**src/rtl/sdram_arbiter.sv**
```systemverilog
// rtl/sdram_arbiter.sv - arbitrates init/refresh/write/read access to one SDRAM command bus
module sdram_arbiter #(
   parameter int         ADDR_WIDTH = 12,
   parameter int         TIMEOUT    = 1023,
   parameter logic [3:0] CMD_NOP    = 4'b0111
) (
   input  logic                  clk,
   input  logic                  rst_n,
   input  logic                  init_end,
   input  logic [3:0]            init_cmd,
   input  logic [ADDR_WIDTH-1:0] init_addr,
   input  logic                  ref_rq,
   input  logic                  ref_end,
   input  logic [3:0]            ref_cmd,
   input  logic [ADDR_WIDTH-1:0] ref_addr,
   input  logic                  wr_rq,
   input  logic                  wr_end,
   input  logic [3:0]            wr_cmd,
   input  logic [ADDR_WIDTH-1:0] wr_addr,
   input  logic [1:0]            wr_bank,
   input  logic                  rd_rq,
   input  logic                  rd_end,
   input  logic [3:0]            rd_cmd,
   input  logic [ADDR_WIDTH-1:0] rd_addr,
   input  logic [1:0]            rd_bank,
   output logic                  ref_en,
   output logic                  wr_en,
   output logic                  rd_en,
   output logic [3:0]            sdram_cmd,
   output logic [ADDR_WIDTH-1:0] sdram_addr,
   output logic [1:0]            sdram_bank,
   output logic                  busy,
   output logic                  err
);

   typedef enum logic [2:0] {INIT, ARBIT, AREF, WRITE, READ} state_t;

   localparam int WD_W = $clog2(TIMEOUT + 1);

   state_t          state, state_nxt;
   logic            last_rd;
   logic [WD_W-1:0] wd;
   logic            wd_hit;
   logic            tmo;
   logic            in_grant;

   // wd counts cycles already spent in the grant state, so the hit lands on cycle TIMEOUT
   assign wd_hit   = (wd == WD_W'(TIMEOUT - 1));
   assign in_grant = (state == AREF) || (state == WRITE) || (state == READ);

   always_comb begin
      state_nxt = state;
      tmo       = 1'b0;
      case (state)
         INIT:  if (init_end) state_nxt = ARBIT;
         ARBIT: begin
            if (ref_rq)                 state_nxt = AREF;
            else if (wr_rq && rd_rq)    state_nxt = last_rd ? WRITE : READ;
            else if (wr_rq)             state_nxt = WRITE;
            else if (rd_rq)             state_nxt = READ;
         end
         AREF: begin
            if (ref_end)     state_nxt = ARBIT;
            else if (wd_hit) begin state_nxt = ARBIT; tmo = 1'b1; end
         end
         WRITE: begin
            if (wr_end)      state_nxt = ARBIT;
            else if (wd_hit) begin state_nxt = ARBIT; tmo = 1'b1; end
         end
         READ: begin
            if (rd_end)      state_nxt = ARBIT;
            else if (wd_hit) begin state_nxt = ARBIT; tmo = 1'b1; end
         end
         default: state_nxt = INIT;
      endcase
   end

   always_ff @(posedge clk or negedge rst_n) begin
      if (!rst_n) begin
         state   <= INIT;
         last_rd <= 1'b1;
         wd      <= '0;
         ref_en  <= 1'b0;
         wr_en   <= 1'b0;
         rd_en   <= 1'b0;
         err     <= 1'b0;
      end else begin
         state  <= state_nxt;
         ref_en <= (state == ARBIT) && (state_nxt == AREF);
         wr_en  <= (state == ARBIT) && (state_nxt == WRITE);
         rd_en  <= (state == ARBIT) && (state_nxt == READ);
         if (state == ARBIT && state_nxt == WRITE)     last_rd <= 1'b0;
         else if (state == ARBIT && state_nxt == READ) last_rd <= 1'b1;
         if (state_nxt != state || !in_grant) wd <= '0;
         else                                 wd <= wd + WD_W'(1);
         if (tmo) err <= 1'b1;
      end
   end

   always_comb begin
      sdram_cmd  = CMD_NOP;
      sdram_addr = '0;
      sdram_bank = 2'b00;
      case (state)
         INIT:  begin sdram_cmd = init_cmd; sdram_addr = init_addr; end
         AREF:  begin sdram_cmd = ref_cmd;  sdram_addr = ref_addr;  end
         WRITE: begin sdram_cmd = wr_cmd;   sdram_addr = wr_addr; sdram_bank = wr_bank; end
         READ:  begin sdram_cmd = rd_cmd;   sdram_addr = rd_addr; sdram_bank = rd_bank; end
         default: ;
      endcase
   end

   assign busy = (state != ARBIT);

endmodule

```
**config.mk**
```make
export PLATFORM = sky130hd
export DESIGN_NAME = sdram_arbiter
export DESIGN_NICKNAME = d
export VERILOG_FILES = /design/src/rtl/sdram_arbiter.sv
export SDC_FILE = /design/constraint.sdc
export NUM_CORES = 1
export LEC_CHECK = 0
export ABC_AREA = 1
export CAP_MARGIN = 30
export CORE_AREA = 2 2 69 71
export CTS_BUF_LIST = sky130_fd_sc_hd__clkbuf_8
export DETAILED_ROUTE_END_ITERATION = 10
export DIE_AREA = 0 0 71 73
export GPL_TIMING_DRIVEN = 0
export PLACE_DENSITY = 0.81
export SYNTH_ARGS = -nofsm -noshare
export SYNTH_HDL_FRONTEND = slang
export SYNTH_SLANG_ARGS = --single-unit
```
**constraint.sdc**
```tcl
create_clock -name clk -period 1.55 [get_ports clk]
set_input_delay 0.31 -clock clk [delete_from_list [all_inputs] [get_ports clk]]
set_output_delay 0.31 -clock clk [all_outputs]
set_load 0.005 [all_outputs]
```
==> results.md, run 1 <==
Placement
- Placer Congestion: 0.746
- worst setup timing slack at the placement stage: -0.727 ns
- half-perimeter wire length after detailed placement: 3.89 mm
- post-place instance area: 2470 um^2
- port buffer count: 99

CTS
- H-tree level count: 1
- insertion delay to the later sink of the worst-skew pair: 0.26 ns
- CTS max path bufs: 2
- Num CTS Buffers: 3
- count of hold buffers inserted by post-cts repair: 0
- clock edge transition at the registers on the reported setup and hold paths: 0.07 ns
- CTS tree: built
- root buffer cell: sky130_fd_sc_hd__clkbuf_8
- Num Clock Sinks: 18

Timing
- Slew headroom: 46.8%
- fin crit share: 126%
- slew of the pin with the lowest slew margin: 0.796 ns
- setup TNS: -6.53 ns
- Max Clk Rate: 510 MHz
- unrepaired setup endpoints after global routing: true
- total of endpoints with negative setup slack in the final report: 28
- minimum setup slack in the final design: -0.409 ns
- number of max-slew violations in the final report: 0
- Period minus WS final: 1.96 ns
- final hold violations: 0
- maximum clock skew at final layout: 0.00471 ns

Drt
- DRT iter0 DRCs: 63
- vias after detailed routing: 2,090
- routed vias/inst: 5.04
- detailed-route wire length on metal 1: 2.54 mm
- uppermost metal layer occupied by signal nets: met4
- First-pass DRT Iterations: 4
- drt total wl: 6.80 mm
- Met2 Wirelength: 3.62 mm
- DR WL met3: 436 um
- number of design rule violations left after detail routing: 0
- antenna-violating nets left: 0
- routed length per placed instance: 16.4 um

Yosys
- synthesized netlist cell count: 210
- Avg Cell Area, Syn: 6.74 um^2
- sequential fraction of the synthesis area: 31.9%
- fraction of registers with async set or reset after synthesis: 100%
- net count after synthesis: 289
- synth unique cells: 28
- post-synthesis instance area: 1420 um^2
- Post-synth EDFFs: 0
- synth warn: 0
- #FFs+latches synth: 18
- most used flip-flop cell after synthesis: sky130_fd_sc_hd__dfrtp_1

Global route
- via count of the first global-routing pass: 1,952
- number of antenna violations at the first check in global routing: 0
- first-pass GRT wire length: 9.40 mm
- largest net degree at the start of global routing: 19
- leftover overflow at the end of global routing: 0
- global-route total usage across every layer: 23.0%

Cells and area
- count of nets after finishing: 441
- leading cell types in the layout, fill and taps excluded: 80 x sky130_fd_sc_hd__clkdlybuf4s50_1, 63 x sky130_fd_sc_hd__nand2_1, 25 x sky130_fd_sc_hd__buf_6
- number of antenna cells inserted: 0
- multi-input combinational cell area: 1050 um^2
- final-layout fill cell count: 316
- most common cell after layout, fill and taps aside: sky130_fd_sc_hd__clkdlybuf4s50_1
- fraction of layout cells with a size suffix above 1: 39.9%
- Sequential cell area: 455 um^2
- growth of design area from synthesis to finish: 123%
- finished layout cell area: 3160 um^2

Floorplanning
- io pins: 100
- die outline width: 71 um
- starting density of the core: 31.2%
- height of the die: 73 um
- number of standard-cell rows in the floorplan: 25
- placeable core region: 4540 um^2
- total die area: 5180 um^2

Power
- final total power: 4.18 mW
- peak ir drop on the vdd network: 0.954 mV
- power density normalized to cell area: 1320 nW/um^2
- static power due to leakage: 1.45 nW

Setup path
- arrival time worst endpoint: 1.65 ns
- category of the most critical setup path: reg2out
- worst flop-to-flop path endpoint: wd[0]
- element type at the critical path start: flop
- data required time of the worst path: 1.24 ns
- origin of the critical flop-to-flop path: state[0]
- nature of the critical path endpoint: primary output
- largest fanout on the critical path: 5
- Register-to-Register Path Depth: 10
- setup slack of the worst register-to-register path: -0.08 ns

Run status
- result of the run: finished with violations
- failing checks: negative setup slack

Hold path
- hold crit path type: reg2reg
- Hold Path Origin: err
- Worst Hold Depth: 2
- Hold Path Sink: err

Job
- max-capacitance violation count: 0

routing by layer:
metal  GRT usage, %  up-vias
met5              0        -
met4           8.18        0
met3           4.28       17
met2           43.2      100
met1           25.9      994
li1               -      979
Yosys cell counts (3+ instances only):
cell type                 number  share of area [%]
sky130_fd_sc_hd__a21oi_1       4                1.4
sky130_fd_sc_hd__nand2_1      88                 23
sky130_fd_sc_hd__xor2_1        7                4.3
sky130_fd_sc_hd__nand4_1      15                6.6
sky130_fd_sc_hd__nand3_1      10                3.5
sky130_fd_sc_hd__nor2_2       11                4.9
sky130_fd_sc_hd__nand2_2       5                2.2
sky130_fd_sc_hd__nand3_2       3                2.1
sky130_fd_sc_hd__inv_1        18                4.8
sky130_fd_sc_hd__nor2_1        8                2.1
sky130_fd_sc_hd__dfrtp_1      17                 30
how the worst max path moves through the flow:
stage / end / from / slack (ns) / cells past startpoint
floorplan: sdram_addr[0] / state[1] / 0.03 / 6
global placement: sdram_addr[5] / state[1] / -0.72 / 7
detailed placement: sdram_addr[4] / state[1] / -0.73 / 7
CTS: sdram_cmd[3] / state[2] / -0.39 / 10
global route: sdram_addr[9] / state[2] / -0.48 / 10
finish: sdram_addr[9] / state[0] / -0.41 / 8
final cells by class:
class                      instances  area share, %
tap                               54           2.14
buffer                             5           2.14
multi-input combinational        168           33.3
sequential                        18           14.4
inverter                          20           2.62
timing repair buffer             146           43.6
clock buffer                       4           1.74
critical path: stages, from the launching register on:
cell	delay (ns)
sky130_fd_sc_hd__dfrtp_2	0.48
sky130_fd_sc_hd__buf_6	0.15
sky130_fd_sc_hd__nor2_4	0.19
sky130_fd_sc_hd__buf_6	0.13
sky130_fd_sc_hd__buf_6	0.10
sky130_fd_sc_hd__buf_6	0.09
sky130_fd_sc_hd__nand2_2	0.04
sky130_fd_sc_hd__nand4_1	0.08
sky130_fd_sc_hd__buf_2	0.13
through the flow:
step           hold slack [ns]  cells  util, %
6_report                 0.465    415     69.6
3_3_place_gp             0.447    363     54.6
5_1_grt                  0.511    415     69.6
4_1_cts                  0.473    408     65.3
2_1_floorplan           0.0144    210        -
3_5_place_dp             0.455    363     54.6
power by group:
part | leakage, nW | switching, mW | internal, mW
Combinational | 1.18 | 1.46 | 1.65
Sequential | 0.234 | 0.102 | 0.565
Clock | 0.0288 | 0.171 | 0.226
cells by family after synthesis:
group | count (synthesis) | synth area share, %
AND/OR/NAND/NOR | 147 | 49.6
AO/OA/AOI/OAI | 10 | 4.51
adder cells (fa/ha/maj) | 2 | 1.77
buffers and inverters | 25 | 7.33
XOR/XNOR | 8 | 4.95
flip-flops | 18 | 31.9
flip-flops by register name (all words and copies together) (netlist names):
name	cells
last_rd	1
wd	10
err	1
state	3
wr_en	1
ref_en	1
rd_en	1
what timing repair did:
action	4_1_cts	5_1_grt
pin swaps	18	14
buffers inserted	38	11
setup endpoints to repair	29	32
gates cloned	3	1
gates resized for setup	136	41
No activity file was read; power rests on OpenSTA's default activity.
==> inputs of run 2 (changes only) <==
--- a/config.mk
+++ b/config.mk
@@ -8,10 +8,10 @@
 export ABC_AREA = 1
 export CAP_MARGIN = 30
-export CORE_AREA = 2 2 69 71
+export CORE_AREA = 2 2 67 69
 export CTS_BUF_LIST = sky130_fd_sc_hd__clkbuf_8
 export DETAILED_ROUTE_END_ITERATION = 10
-export DIE_AREA = 0 0 71 73
+export DIE_AREA = 0 0 69 71
 export GPL_TIMING_DRIVEN = 0
-export PLACE_DENSITY = 0.81
+export PLACE_DENSITY = 0.82
 export SYNTH_ARGS = -nofsm -noshare
 export SYNTH_HDL_FRONTEND = slang
==> constraint.sdc (replaced) <==
create_clock -name clk -period 2.5 [get_ports clk]
set_input_delay 0.5 -clock clk [delete_from_list [all_inputs] [get_ports clk]]
set_output_delay 0.5 -clock clk [all_outputs]
set_load 0.1 [all_outputs]
==> results.md, run 2 (synthesized netlist as in run 1, its figures left out) <==
Placement
- Placer Congestion: 0.859
- port buffer count: 99
- half-perimeter wire length after detailed placement: 4.21 mm

Cells and area
- number of antenna cells inserted: 0
- max reg flops: 10
- largest registers in the final layout: wd (10), state (3)
- count of nets after finishing: 393
- Finished Core Util: 59.8%
- leading cell types in the layout, fill and taps excluded: 88 x sky130_fd_sc_hd__nand2_1, 80 x sky130_fd_sc_hd__clkdlybuf4s50_1, 19 x sky130_fd_sc_hd__inv_1
- most common cell after layout, fill and taps aside: sky130_fd_sc_hd__nand2_1
- fraction of layout cells with a size suffix above 1: 16.6%
- top register by number of flip-flops: wd
- growth of design area from synthesis to finish: 77.6%

Drt
- vias after detailed routing: 1,763
- routed vias/inst: 4.83
- routed length per placed instance: 14.2 um
- antenna-violating nets left: 0
- drt total wl: 5.17 mm
- First-pass DRT Iterations: 4
- number of design rule violations left after detail routing: 0
- DRT iter0 DRCs: 96

Power
- share of total power in the clock network: 6.1%
- final total power: 3.30 mW
- power density normalized to cell area: 1310 nW/um^2
- static power due to leakage: 1.12 nW
- share of total power in sequential cells: 12.2%
- peak ir drop on the vdd network: 1.12 mV
- net switching component of the power: 2.22 mW
- Comb power frac: 81.7%
- proportion of total power due to net switching: 67.2%
- Internal: 1.08 mW

Global route
- leftover overflow at the end of global routing: 0
- number of antenna violations at the first check in global routing: 0
- largest net degree at the start of global routing: 19
- global-route total usage across every layer: 20.9%
- via count of the first global-routing pass: 1,706
- first-pass GRT wire length: 8.22 mm

Hold path
- Hold Path Origin: err
- hold crit path type: reg2reg

Setup path
- arrival time worst endpoint: 1.92 ns
- data required time of the worst path: 2.00 ns
- first element of the critical path: state[1]
- largest fanout on the critical path: 10
- element type at the critical path start: flop
- origin of the critical flop-to-flop path: wd[0]
- nature of the critical path endpoint: primary output
- category of the most critical setup path: reg2out

CTS
- H-tree level count: 1
- Num Clock Sinks: 18
- clock edge transition at the registers on the reported setup and hold paths: 0.07 ns
- insertion delay to the later sink of the worst-skew pair: 0.25 ns
- CTS max path bufs: 2
- root buffer cell: sky130_fd_sc_hd__clkbuf_8
- Num CTS Buffers: 3
- # Post-CTS Setup Buffers: 0
- CTS tree: built

Floorplanning
- number of standard-cell rows in the floorplan: 24
- die outline width: 69 um
- placeable core region: 4200 um^2
- height of the die: 71 um
- io pins: 100
- starting density of the core: 33.7%
- total die area: 4900 um^2

Timing
- number of max-slew violations in the final report: 0
- fin crit share: 96.7%
- total of endpoints with negative setup slack in the final report: 0
- Max Clk Rate: 414 MHz
- slew of the pin with the lowest slew margin: 0.966 ns
- Slew headroom: 35.4%
- final hold violations: 0
- Period minus WS final: 2.42 ns
- unrepaired setup endpoints after global routing: true
- maximum clock skew at final layout: 0.00663 ns
- setup TNS: 0 ns

Run status
- result of the run: finished, final reports clean

Job
- max-capacitance violation count: 0

==> run 2: changes by cell type in the layout (fill, tap and decap cells not counted), sizes merged <==
cell | previous run | this run
clkdlybuf4s15 | 0 | 1
inv | 20 | 21
dlygate4sd2 | 0 | 1
nand2 | 95 | 94
clkdlybuf4s18 | 0 | 1
buf | 70 | 19
==> run 2: power groups by stage <==
stage	combinational [mW]	clock, mW	sequential, mW
floorplan	1.93	0	0.506
global placement	2.67	0	0.405
detailed placement	2.69	0	0.404
CTS	2.63	0.204	0.402
global route	2.81	0.221	0.412
finish	2.69	0.200	0.402
==> run 2: final cells by class <==
class / count / area (um^2)
fillers: 379 / 1690
repair buffers: 99 / 978
multi-input cells: 167 / 866
flip-flops and latches: 18 / 452
inverters: 20 / 75.1
well taps: 52 / 65.1
clock buffers: 3 / 41.3
plain buffers: 5 / 33.8
clock inverters: 1 / 3.75
==> run 2: path summary, 6_finish.rpt <==
check | end | slack [ns] | cells past startpoint
max | sdram_bank[1] | 0.08 | 5
min | err | 0.48 | 2
max reg2reg | wd[5] | 0.87 | 11
min reg2reg | err | 0.48 | 2
max in group asynchronous | state[2] | 1.32 | 1
min in group asynchronous | wd[2] | 0.69 | 1
==> run 2: critical path: stages (launching register included) <==
cell	delay (ns)
sky130_fd_sc_hd__dfrtp_1	0.47
sky130_fd_sc_hd__nor2_1	0.18
sky130_fd_sc_hd__nand2_1	0.10
sky130_fd_sc_hd__inv_2	0.16
sky130_fd_sc_hd__a22o_1	0.19
sky130_fd_sc_hd__clkdlybuf4s15_2	0.57
==> run 2: metal layers <==
layer	wire, um	track usage, %	vias to the layer above
met5	0	0	-
met4	126	7.84	0
met3	339	4.27	12
met2	2610	37.4	79
met1	2100	24.6	796
li1	-	-	876
==> run 2: timing repair <==
action                                  in CTS  in global routing
cloned                                       0                  0
hold buffers                                 0                  0
resized for setup                           92                 23
endpoints found under the setup margin      19                 17
==> run 2: through the flow <==
stage / hold WS, ns / instance area [um^2] / worst slack, ns / instances
2_1_floorplan: 0.204 / 1420 / 0.135 / 210
3_3_place_gp: 0.448 / 2470 / -0.611 / 361
3_5_place_dp: 0.478 / 2470 / -0.649 / 361
4_1_cts: 0.495 / 2500 / 0.00764 / 365
5_1_grt: 0.514 / 2510 / -0.00657 / 365
6_report: 0.480 / 2510 / 0.0817 / 365
==> inputs of run 3 (changes only) <==
Settings changed: CTS_BUF_LIST sky130_fd_sc_hd__clkbuf_8 to unset.
==> results.md, run 3 (synthesized netlist as in run 1, its figures left out) <==
Global route
- largest net degree at the start of global routing: 19
- highest-utilization routing layer at the global route stage: met2
- first-pass GRT wire length: 8.22 mm
- leftover overflow at the end of global routing: 0
- GR met2 Demand/Resource: 37.4%
- global-route total usage across every layer: 20.9%
- met1 demand-to-capacity share in global routing: 24.6%
- met3 demand-to-capacity share in global routing: 4.27%
- number of antenna violations at the first check in global routing: 0
- via count of the first global-routing pass: 1,706

Power
- static power due to leakage: 1.11 nW
- proportion of total power due to net switching: 67.2%
- power density normalized to cell area: 1310 nW/um^2
- share of total power in the clock network: 6.2%
- Comb power frac: 81.6%
- Internal: 1.08 mW
- net switching component of the power: 2.22 mW
- peak ir drop on the vdd network: 1.12 mV
- share of total power in sequential cells: 12.2%
- final total power: 3.30 mW

CTS
- Num Clock Sinks: 18
- insertion delay to the later sink of the worst-skew pair: 0.25 ns
- # Post-CTS Setup Buffers: 0
- root buffer cell: sky130_fd_sc_hd__clkbuf_8
- count of hold buffers inserted by post-cts repair: 0
- CTS tree: built
- CTS max path bufs: 2
- quantity of gates resized following cts: 92
- H-tree level count: 1
- Num CTS Buffers: 3
- clock edge transition at the registers on the reported setup and hold paths: 0.07 ns

Setup path
- Slowest cell on crit path: sky130_fd_sc_hd__clkdlybuf4s15_2
- category of the most critical setup path: reg2out
- highest cell delay on the worst timing path: 0.57 ns
- first element of the critical path: state[1]
- origin of the critical flop-to-flop path: wd[0]
- arrival time worst endpoint: 1.92 ns
- combined buffer and inverter count along the critical path: 2
- largest fanout on the critical path: 10
- nature of the critical path endpoint: primary output
- cell chain of the critical path: nor2_1 > nand2_1 > inv_2 > a22o_1 > clkdlybuf4s15_2
- element type at the critical path start: flop
- data required time of the worst path: 2.00 ns
- cell type group with the largest total delay on the critical path: buffers and inverters

Drt
- antenna-violating nets left: 0
- routed length per placed instance: 14.2 um
- First-pass DRT Iterations: 4
- DRT iter0 DRCs: 96
- routed vias/inst: 4.83
- vias after detailed routing: 1,763
- drt total wl: 5.17 mm
- number of design rule violations left after detail routing: 0

Run status
- result of the run: finished, final reports clean

Timing
- final hold violations: 0
- slew of the pin with the lowest slew margin: 0.966 ns
- Period minus WS final: 2.42 ns
- total of endpoints with negative setup slack in the final report: 0
- maximum clock skew at final layout: 0.00636 ns
- Slew headroom: 35.4%
- final worst hold slack: 0.480 ns
- number of max-slew violations in the final report: 0
- setup TNS: 0 ns
- fin crit share: 96.7%
- Max Clk Rate: 414 MHz
- unrepaired setup endpoints after global routing: true

Cells and area
- growth of design area from synthesis to finish: 77.6%
- max reg flops: 10
- most common cell after layout, fill and taps aside: sky130_fd_sc_hd__nand2_1
- leading cell types in the layout, fill and taps excluded: 88 x sky130_fd_sc_hd__nand2_1, 80 x sky130_fd_sc_hd__clkdlybuf4s50_1, 18 x sky130_fd_sc_hd__inv_1
- largest registers in the final layout: wd (10), state (3)
- post-route non-filler standard cell count: 365
- top register by number of flip-flops: wd
- count of nets after finishing: 393
- number of antenna cells inserted: 0
- fraction of layout cells with a size suffix above 1: 16.6%
- final-layout fill cell count: 379

Placement
- Placer Congestion: 0.859
- half-perimeter wire length after detailed placement: 4.21 mm
- port buffer count: 99
- placed cell count: 361

Hold path
- hold crit path type: reg2reg
- Hold Path Origin: err

Floorplanning
- total die area: 4900 um^2
- number of standard-cell rows in the floorplan: 24
- die outline width: 69 um
- height of the die: 71 um
- placeable core region: 4200 um^2
- io pins: 100
- starting density of the core: 33.7%

Job
- max-capacitance violation count: 0

[run 3: cell type report]
cell class	instances	area (um^2)	share of cell area, %
repair buffers	99	978	38.9
multi-input cells	167	866	34.4
flip-flops and latches	18	452	18.0
inverters	20	75.1	2.99
well taps	52	65.1	2.59
clock buffers	4	45.0	1.79
plain buffers	5	33.8	1.34
[run 3: layer usage]
| layer | vias up | part of all wire (%) |
|---|---|---|
| met3 | 12 | 6.6 |
| li1 | 876 | - |
| met5 | - | 0 |
| met2 | 79 | 50 |
| met4 | 0 | 2.4 |
| met1 | 796 | 41 |
[run 3: metrics by stage]
stage	worst slack [ns]	utilization, %	instance area, um^2
3_5_place_dp	-0.649	58.8	2470
6_report	0.0817	59.8	2510
2_1_floorplan	0.135	-	1420
3_3_place_gp	-0.611	58.8	2470
4_1_cts	0.00764	59.4	2500
5_1_grt	-0.00657	59.8	2510
[run 3: tightest hold or removal path: stages, from the launching register on]
cell and delay [ns]:
sky130_fd_sc_hd__dfrtp_1 0.35, sky130_fd_sc_hd__inv_1 0.04, sky130_fd_sc_hd__nand2_1 0.06
[run 3: path summary, 6_finish.rpt]
check                           endpoint  slack (ns)  depth (start not counted)
setup / recovery           sdram_bank[1]        0.08                          5
hold / removal                       err        0.48                          2
hold reg to reg                      err        0.48                          2
max in group asynchronous       state[2]        1.32                          1
min in group asynchronous          wd[2]        0.69                          1
setup reg to reg                   wd[5]        0.87                         11
[run 3: power groups by stage]
stage	clock (mW)	combinational [mW]	sequential, mW
after floorplan	0	1.93	0.506
after global placement	0	2.67	0.405
after detailed placement	0	2.69	0.404
after CTS	0.207	2.63	0.402
after global routing	0.224	2.81	0.412
final	0.204	2.69	0.402
